File: src/rtl/axi_pkg.sv
// Shared AXI definitions for the 2x1 read arbiter: FSM encodings,
// response/burst codes and the fixed-width parts of the AR and R bundles.
// AXI_ARB_RR_EN (when defined) selects round-robin read arbitration.
package axi_pkg;

    typedef enum logic [1:0] {
        R_IDLE = 2'b00,
        R_GNT0 = 2'b01,
        R_GNT1 = 2'b10
    } rd_state_t;

    typedef enum logic {
        W_IDLE = 1'b0,
        W_BUSY = 1'b1
    } wr_state_t;

    localparam logic [1:0] RESP_OKAY  = 2'b00;
    localparam logic [1:0] BURST_INCR = 2'b01;

    // Address, ID and data widths are per-instance parameters, so only the
    // fixed-width control fields of each channel are bundled here.
    typedef struct packed {
        logic [7:0] len;
        logic [2:0] size;
        logic [1:0] burst;
    } ar_bundle_t;

    typedef struct packed {
        logic [1:0] resp;
        logic       last;
    } r_bundle_t;

endpackage

File: src/rtl/axi_arb_sel.sv
// Combinational read grant selection between two AR requesters.
// Fixed priority (M1 over M0) by default; with AXI_ARB_RR_EN defined the
// master that did not win last time wins a tie.
module axi_arb_sel (
    input  logic arvalid0,
    input  logic arvalid1,
`ifdef AXI_ARB_RR_EN
    input  logic last_gnt,
`endif
    output logic req_any,
    output logic gnt1
);

    // Pick the winner; gnt1 is only meaningful when req_any is set
    always_comb begin
        req_any = arvalid0 | arvalid1;
`ifdef AXI_ARB_RR_EN
        gnt1    = arvalid1 & (~arvalid0 | ~last_gnt);
`else
        gnt1    = arvalid1;
`endif
    end

endmodule

File: src/rtl/axi_rd_arbiter_2x1.sv
// Two-master to one-slave AXI4 arbiter: M0 (IFU, reads) and M1 (LSU,
// reads and writes) share one RAM slave. Reads are granted one burst at a
// time and held until the last beat; writes pass straight from M1, with at
// most one write outstanding, and no new read is granted while it is open.
// AXI_ARB_RR_EN (when defined) makes the read arbitration round-robin.
module axi_rd_arbiter_2x1
    import axi_pkg::*;
#(
    parameter int AWIDTH = 32,
    parameter int DWIDTH = 64,
    parameter int IDW    = 4
) (
    input  logic              clk,
    input  logic              rst,
    // M0 read
    input  logic              m0_arvalid,
    input  logic [AWIDTH-1:0] m0_araddr,
    input  logic [IDW-1:0]    m0_arid,
    input  logic [7:0]        m0_arlen,
    input  logic [2:0]        m0_arsize,
    input  logic [1:0]        m0_arburst,
    output logic              m0_arready,
    output logic              m0_rvalid,
    output logic [DWIDTH-1:0] m0_rdata,
    output logic [1:0]        m0_rresp,
    output logic              m0_rlast,
    output logic [IDW-1:0]    m0_rid,
    input  logic              m0_rready,
    // M1 read
    input  logic              m1_arvalid,
    input  logic [AWIDTH-1:0] m1_araddr,
    input  logic [IDW-1:0]    m1_arid,
    input  logic [7:0]        m1_arlen,
    input  logic [2:0]        m1_arsize,
    input  logic [1:0]        m1_arburst,
    output logic              m1_arready,
    output logic              m1_rvalid,
    output logic [DWIDTH-1:0] m1_rdata,
    output logic [1:0]        m1_rresp,
    output logic              m1_rlast,
    output logic [IDW-1:0]    m1_rid,
    input  logic              m1_rready,
    // M1 write
    input  logic              m1_awvalid,
    input  logic [AWIDTH-1:0] m1_awaddr,
    input  logic [IDW-1:0]    m1_awid,
    input  logic [7:0]        m1_awlen,
    input  logic [2:0]        m1_awsize,
    input  logic [1:0]        m1_awburst,
    output logic              m1_awready,
    input  logic              m1_wvalid,
    input  logic [DWIDTH-1:0] m1_wdata,
    input  logic [DWIDTH/8-1:0] m1_wstrb,
    input  logic              m1_wlast,
    output logic              m1_wready,
    output logic              m1_bvalid,
    output logic [1:0]        m1_bresp,
    output logic [IDW-1:0]    m1_bid,
    input  logic              m1_bready,
    // Slave read
    output logic              s_arvalid,
    output logic [AWIDTH-1:0] s_araddr,
    output logic [IDW-1:0]    s_arid,
    output logic [7:0]        s_arlen,
    output logic [2:0]        s_arsize,
    output logic [1:0]        s_arburst,
    input  logic              s_arready,
    input  logic              s_rvalid,
    input  logic [DWIDTH-1:0] s_rdata,
    input  logic [1:0]        s_rresp,
    input  logic              s_rlast,
    input  logic [IDW-1:0]    s_rid,
    output logic              s_rready,
    // Slave write
    output logic              s_awvalid,
    output logic [AWIDTH-1:0] s_awaddr,
    output logic [IDW-1:0]    s_awid,
    output logic [7:0]        s_awlen,
    output logic [2:0]        s_awsize,
    output logic [1:0]        s_awburst,
    input  logic              s_awready,
    output logic              s_wvalid,
    output logic [DWIDTH-1:0] s_wdata,
    output logic [DWIDTH/8-1:0] s_wstrb,
    output logic              s_wlast,
    input  logic              s_wready,
    input  logic              s_bvalid,
    input  logic [1:0]        s_bresp,
    input  logic [IDW-1:0]    s_bid,
    output logic              s_bready
);

    rd_state_t  rd_state, rd_next;
    wr_state_t  wr_state, wr_next;
    logic       ar_done, ar_done_next;
    logic       w_busy;
    logic       req_any, gnt1;
    ar_bundle_t m0_arb, m1_arb;
    r_bundle_t  s_rb;

    assign m0_arb = '{len: m0_arlen, size: m0_arsize, burst: m0_arburst};
    assign m1_arb = '{len: m1_arlen, size: m1_arsize, burst: m1_arburst};
    assign s_rb   = '{resp: s_rresp, last: s_rlast};
    assign w_busy = (wr_state == W_BUSY);

`ifdef AXI_ARB_RR_EN
    logic last_gnt, last_gnt_next;

    axi_arb_sel u_sel (
        .arvalid0 (m0_arvalid),
        .arvalid1 (m1_arvalid),
        .last_gnt (last_gnt),
        .req_any  (req_any),
        .gnt1     (gnt1)
    );

    // Remember which master was granted last so the other wins a tie
    always_ff @(posedge clk) begin
        if (rst) last_gnt <= 1'b0;
        else     last_gnt <= last_gnt_next;
    end

    // Update the round-robin pointer on every grant decision
    always_comb begin
        last_gnt_next = last_gnt;
        if (rd_state == R_IDLE && !w_busy && req_any) last_gnt_next = gnt1;
    end
`else
    axi_arb_sel u_sel (
        .arvalid0 (m0_arvalid),
        .arvalid1 (m1_arvalid),
        .req_any  (req_any),
        .gnt1     (gnt1)
    );
`endif

    // Read/write FSM state and the one-AR-per-grant flag
    always_ff @(posedge clk) begin
        if (rst) begin
            rd_state <= R_IDLE;
            wr_state <= W_IDLE;
            ar_done  <= 1'b0;
        end else begin
            rd_state <= rd_next;
            wr_state <= wr_next;
            ar_done  <= ar_done_next;
        end
    end

    // Read FSM: grant from idle, then route AR/R of the granted master only
    always_comb begin
        rd_next      = rd_state;
        ar_done_next = ar_done;
        s_arvalid    = 1'b0;
        s_araddr     = '0;
        s_arid       = '0;
        {s_arlen, s_arsize, s_arburst} = '0;
        s_rready     = 1'b0;
        m0_arready   = 1'b0;
        m1_arready   = 1'b0;
        m0_rvalid    = 1'b0;
        m0_rdata     = '0;
        m0_rid       = '0;
        {m0_rresp, m0_rlast} = '0;
        m1_rvalid    = 1'b0;
        m1_rdata     = '0;
        m1_rid       = '0;
        {m1_rresp, m1_rlast} = '0;
        case (rd_state)
            R_IDLE: begin
                ar_done_next = 1'b0;
                // Registered w_busy: an AW accepted this cycle does not stop the grant
                if (!w_busy && req_any) rd_next = gnt1 ? R_GNT1 : R_GNT0;
            end
            R_GNT0: begin
                s_arvalid  = m0_arvalid & ~ar_done;
                s_araddr   = m0_araddr;
                s_arid     = m0_arid;
                {s_arlen, s_arsize, s_arburst} = m0_arb;
                m0_arready = s_arready & ~ar_done;
                m0_rvalid  = s_rvalid;
                m0_rdata   = s_rdata;
                m0_rid     = s_rid;
                {m0_rresp, m0_rlast} = s_rb;
                s_rready   = m0_rready;
                if (m0_arvalid && !ar_done && s_arready) ar_done_next = 1'b1;
                if (s_rvalid && m0_rready && s_rlast)    rd_next = R_IDLE;
            end
            R_GNT1: begin
                s_arvalid  = m1_arvalid & ~ar_done;
                s_araddr   = m1_araddr;
                s_arid     = m1_arid;
                {s_arlen, s_arsize, s_arburst} = m1_arb;
                m1_arready = s_arready & ~ar_done;
                m1_rvalid  = s_rvalid;
                m1_rdata   = s_rdata;
                m1_rid     = s_rid;
                {m1_rresp, m1_rlast} = s_rb;
                s_rready   = m1_rready;
                if (m1_arvalid && !ar_done && s_arready) ar_done_next = 1'b1;
                if (s_rvalid && m1_rready && s_rlast)    rd_next = R_IDLE;
            end
            default: rd_next = R_IDLE;
        endcase
    end

    // Write FSM: one outstanding write, AW blocked until its B returns
    always_comb begin
        wr_next    = wr_state;
        s_awvalid  = 1'b0;
        m1_awready = 1'b0;
        if (wr_state == W_IDLE) begin
            s_awvalid  = m1_awvalid;
            m1_awready = s_awready;
            if (m1_awvalid && s_awready) wr_next = W_BUSY;
        end else begin
            if (s_bvalid && m1_bready) wr_next = W_IDLE;
        end
    end

    assign s_awaddr  = m1_awaddr;
    assign s_awid    = m1_awid;
    assign s_awlen   = m1_awlen;
    assign s_awsize  = m1_awsize;
    assign s_awburst = m1_awburst;
    assign s_wvalid  = m1_wvalid;
    assign s_wdata   = m1_wdata;
    assign s_wstrb   = m1_wstrb;
    assign s_wlast   = m1_wlast;
    assign m1_wready = s_wready;
    assign m1_bvalid = s_bvalid;
    assign m1_bresp  = s_bresp;
    assign m1_bid    = s_bid;
    assign s_bready  = m1_bready;

endmodule

File: config.mk
export PLATFORM = sky130hd
export DESIGN_NAME = axi_rd_arbiter_2x1
export DESIGN_NICKNAME = d
export VERILOG_FILES = /design/src/rtl/axi_pkg.sv /design/src/rtl/axi_arb_sel.sv /design/src/rtl/axi_rd_arbiter_2x1.sv
export SDC_FILE = /design/constraint.sdc
export NUM_CORES = 1
export LEC_CHECK = 0
export ABC_AREA = 1
export CAP_MARGIN = 20
export CORE_AREA = 2 2 247 249
export DETAILED_ROUTE_END_ITERATION = 10
export DIE_AREA = 0 0 249 251
export RECOVER_POWER = 25
export SLEW_MARGIN = 20
export SYNTH_ARGS = -nofsm -noshare
export SYNTH_HDL_FRONTEND = slang
export SYNTH_SLANG_ARGS = --single-unit
File: constraint.sdc
create_clock -name clk -period 1.4 [get_ports clk]
set_clock_uncertainty 0.15 [all_clocks]
set_input_delay 0.21 -clock clk [delete_from_list [all_inputs] [get_ports clk]]
set_output_delay 0.21 -clock clk [all_outputs]
set_load 0.02 [all_outputs]
==> run metrics <==
result of the run complete, but fails checks; violations in the final reports negative setup slack; number of nets produced by synthesis 977; class of the tightest hold or removal check primary input to output pin; adder and majority gate portion of the synthesized area 1.53%; first-pass GRT wire length 37000 um; core region area 0.0598 mm2; final critical-path setup slack -0.593 ns; number of global-route vias before repair 5171; distinct cell type count after synthesis 17; area delta synth->final 219%; most common cell after layout, fill and taps aside buf_6; drt via density 2.96; fraction of the mapped netlist area in compound gates 8.64%; first-pass iteration count of the detailed router 4; clock transition at the registers of the reported paths 0.04 ns; total track usage 8.32%; max-slew violation total from the final report 0; crit-path max FO 7; worst max-slew margin expressed relative to the limit 79.7%; TritonCTS clock tree done; most used cells in the layout excluding fill and tap cells 194 x buf_6, 180 x clkdlybuf4s50_1, 142 x inv_2; total half-perimeter wirelength after legalization and detailed placement 18600 um; I/O Buffers 381; number of flip-flops and latches in the synthesized netlist 4; power density over the cells 1380 mW/mm2; hold wc startpoint m1_awaddr[21]; startpoint of the most critical setup path rd_state[0]; mean post-synth cell area 4.94 um2; Final Hold Viols 0; mux share of post-synthesis cell area 0%; area of placed instances 0.00763 mm2; worst vdd rail ir drop 0.00116 V; DR WL/cell 16.4 um; required time of the worst setup path 1.04 ns; data arrival time of the critical path 1.63 ns; worst flop-to-flop path startpoint rd_state[1]; portion of the post-synthesis area used by sequential elements 2.45%; TritonCTS Sinks 4; routability congestion estimate from global placement 0.795; share of the cycle needed by the critical path after routing 142%; Critical Path Start Type flop; GRT overflow 0; final critical path time including I/O delays and setup 1.99 ns; final-report setup violation count 200; number of H-tree branching levels 1; slew at the pin with the worst max-slew slack 0.303 ns; combinational family with the most area after synthesis buffers and inverters; largest net degree at the start of global routing 29; Top Ports 642; number of antenna violations at the first check in global routing 2; die width 249 um; root buffer cell clkbuf_16; kind of critical path flop to output pin; maximum operating frequency 502 MHz; standby leakage power 5.38 nW; clock insertion delay at the later pin of the skew report 0.23 ns; post-layout utilization of the core 17.5%; MaxCap Viol Count 0; fraction of final layout cells with drive strength greater than 1 71.2%; overall die height 251 um; final layout net count 1338; post-synth design cell area 0.00327 mm2; drt drc 0; via total after detailed routing 5339; die footprint 0.0625 mm2; synthesized netlist cell count 662; total number of placement rows 90; count of nets left with antenna violations after detail routing 0; total routed wirelength 29600 um; crit path capture type output pin; Fin Setup TNS -96.40 ns; Iter 0 DRT Violations 158; Synth Area in Simple Gates 32.1%; post-synthesis share of cell area spent on xor and xnor gates 0%; Inserted Clock Buffers 3; Initial Util 5.47%; post-route design area 0.0104 mm2; CTS max path bufs 2; RSZ-0062 raised after global routing yes; YS warnings 0
[report_power, final]
group,leakage (nW),switching (mW),internal (mW),total [mW]
Sequential,0.0344,0.0396,0.159,0.198
Clock,0.0370,0.117,0.369,0.486
Combinational,5.31,6.87,6.81,13.7
[per-layer routing]
metal | GRT usage [%] | wire length [um] | up-vias
li1 | - | - | 2475
met1 | 8.32 | 10700 | 2319
met2 | 14.8 | 14200 | 491
met3 | 4.59 | 3810 | 52
met4 | 2.34 | 941 | 2
met5 | 0.541 | 46 | -
[path summary, 6_finish.rpt]
check | depth (start not counted) | endpoint | slack [ns]
max | 9 | s_araddr[9] | -0.59
min | 0 | s_awaddr[21] | 0.27
max reg2reg | 11 | rd_state[1] | -0.44
min reg2reg | 3 | w_busy | 0.41
[critical path, stage by stage, from the launching register on]
cell	delay, ns
dfxtp_4	0.36
inv_4	0.08
ha_4	0.23
buf_6	0.14
buf_8	0.11
buf_6	0.09
buf_6	0.08
nand2_1	0.05
a21oi_2	0.11
buf_4	0.15
[metrics by stage]
step	hold WS (ns)	total power [mW]	instances	setup WS (ns)
global route	0.270	15.3	1804	-0.667
detailed placement	0.270	8.20	1708	-0.768
CTS	0.270	12.4	1779	-0.647
global placement	0.270	8.22	1708	-0.764
finish	0.270	14.4	1804	-0.593
floorplan	0.129	5.07	662	-0.228
[registers in the layout, indices dropped and copies added, names as in the netlist]
signal	cells
rd_state	2
ar_done	1
w_busy	1
[Yosys cell counts]
library cell	count	area, um2
nand2_1	262	983
buf_4	138	1040
inv_1	126	473
a21oi_1	53	265
inv_2	30	113
buf_2	14	70.1
nor2_1	10	37.5
buf_6	6	67.6
clkbuf_1	5	18.8
dfxtp_1	4	80.1
ha_1	4	50.1
nand3_1	3	15.0
buf_8	2	30.0
o21ai_1	2	10.0
nand3b_1	1	7.51
nor3b_1	1	7.51
o211ai_1	1	7.51
[area by class of cell]
type,count,area (um2)
clock buffers,3,75.1
diodes,1,2.50
fillers,6662,49400
inverters,156,601
flip-flops and latches,4,87.6
repair buffers,521,5910
multi-input cells,337,2790
well taps,782,978
[cells by family after synthesis]
logic type	after synthesis
buf+inv	321
simple gates	277
compound gates	56
fa+ha+maj	4
flops	4
[repair_timing]
action,in CTS,in global routing
pin swaps,12,37
gates cloned,20,4
hold buffers,0,0
endpoints found under the setup margin,204,204
gates resized for setup,983,508
buffers inserted,48,38
endpoints found under the hold margin,0,0
No activity file was read; power rests on OpenSTA's default activity.
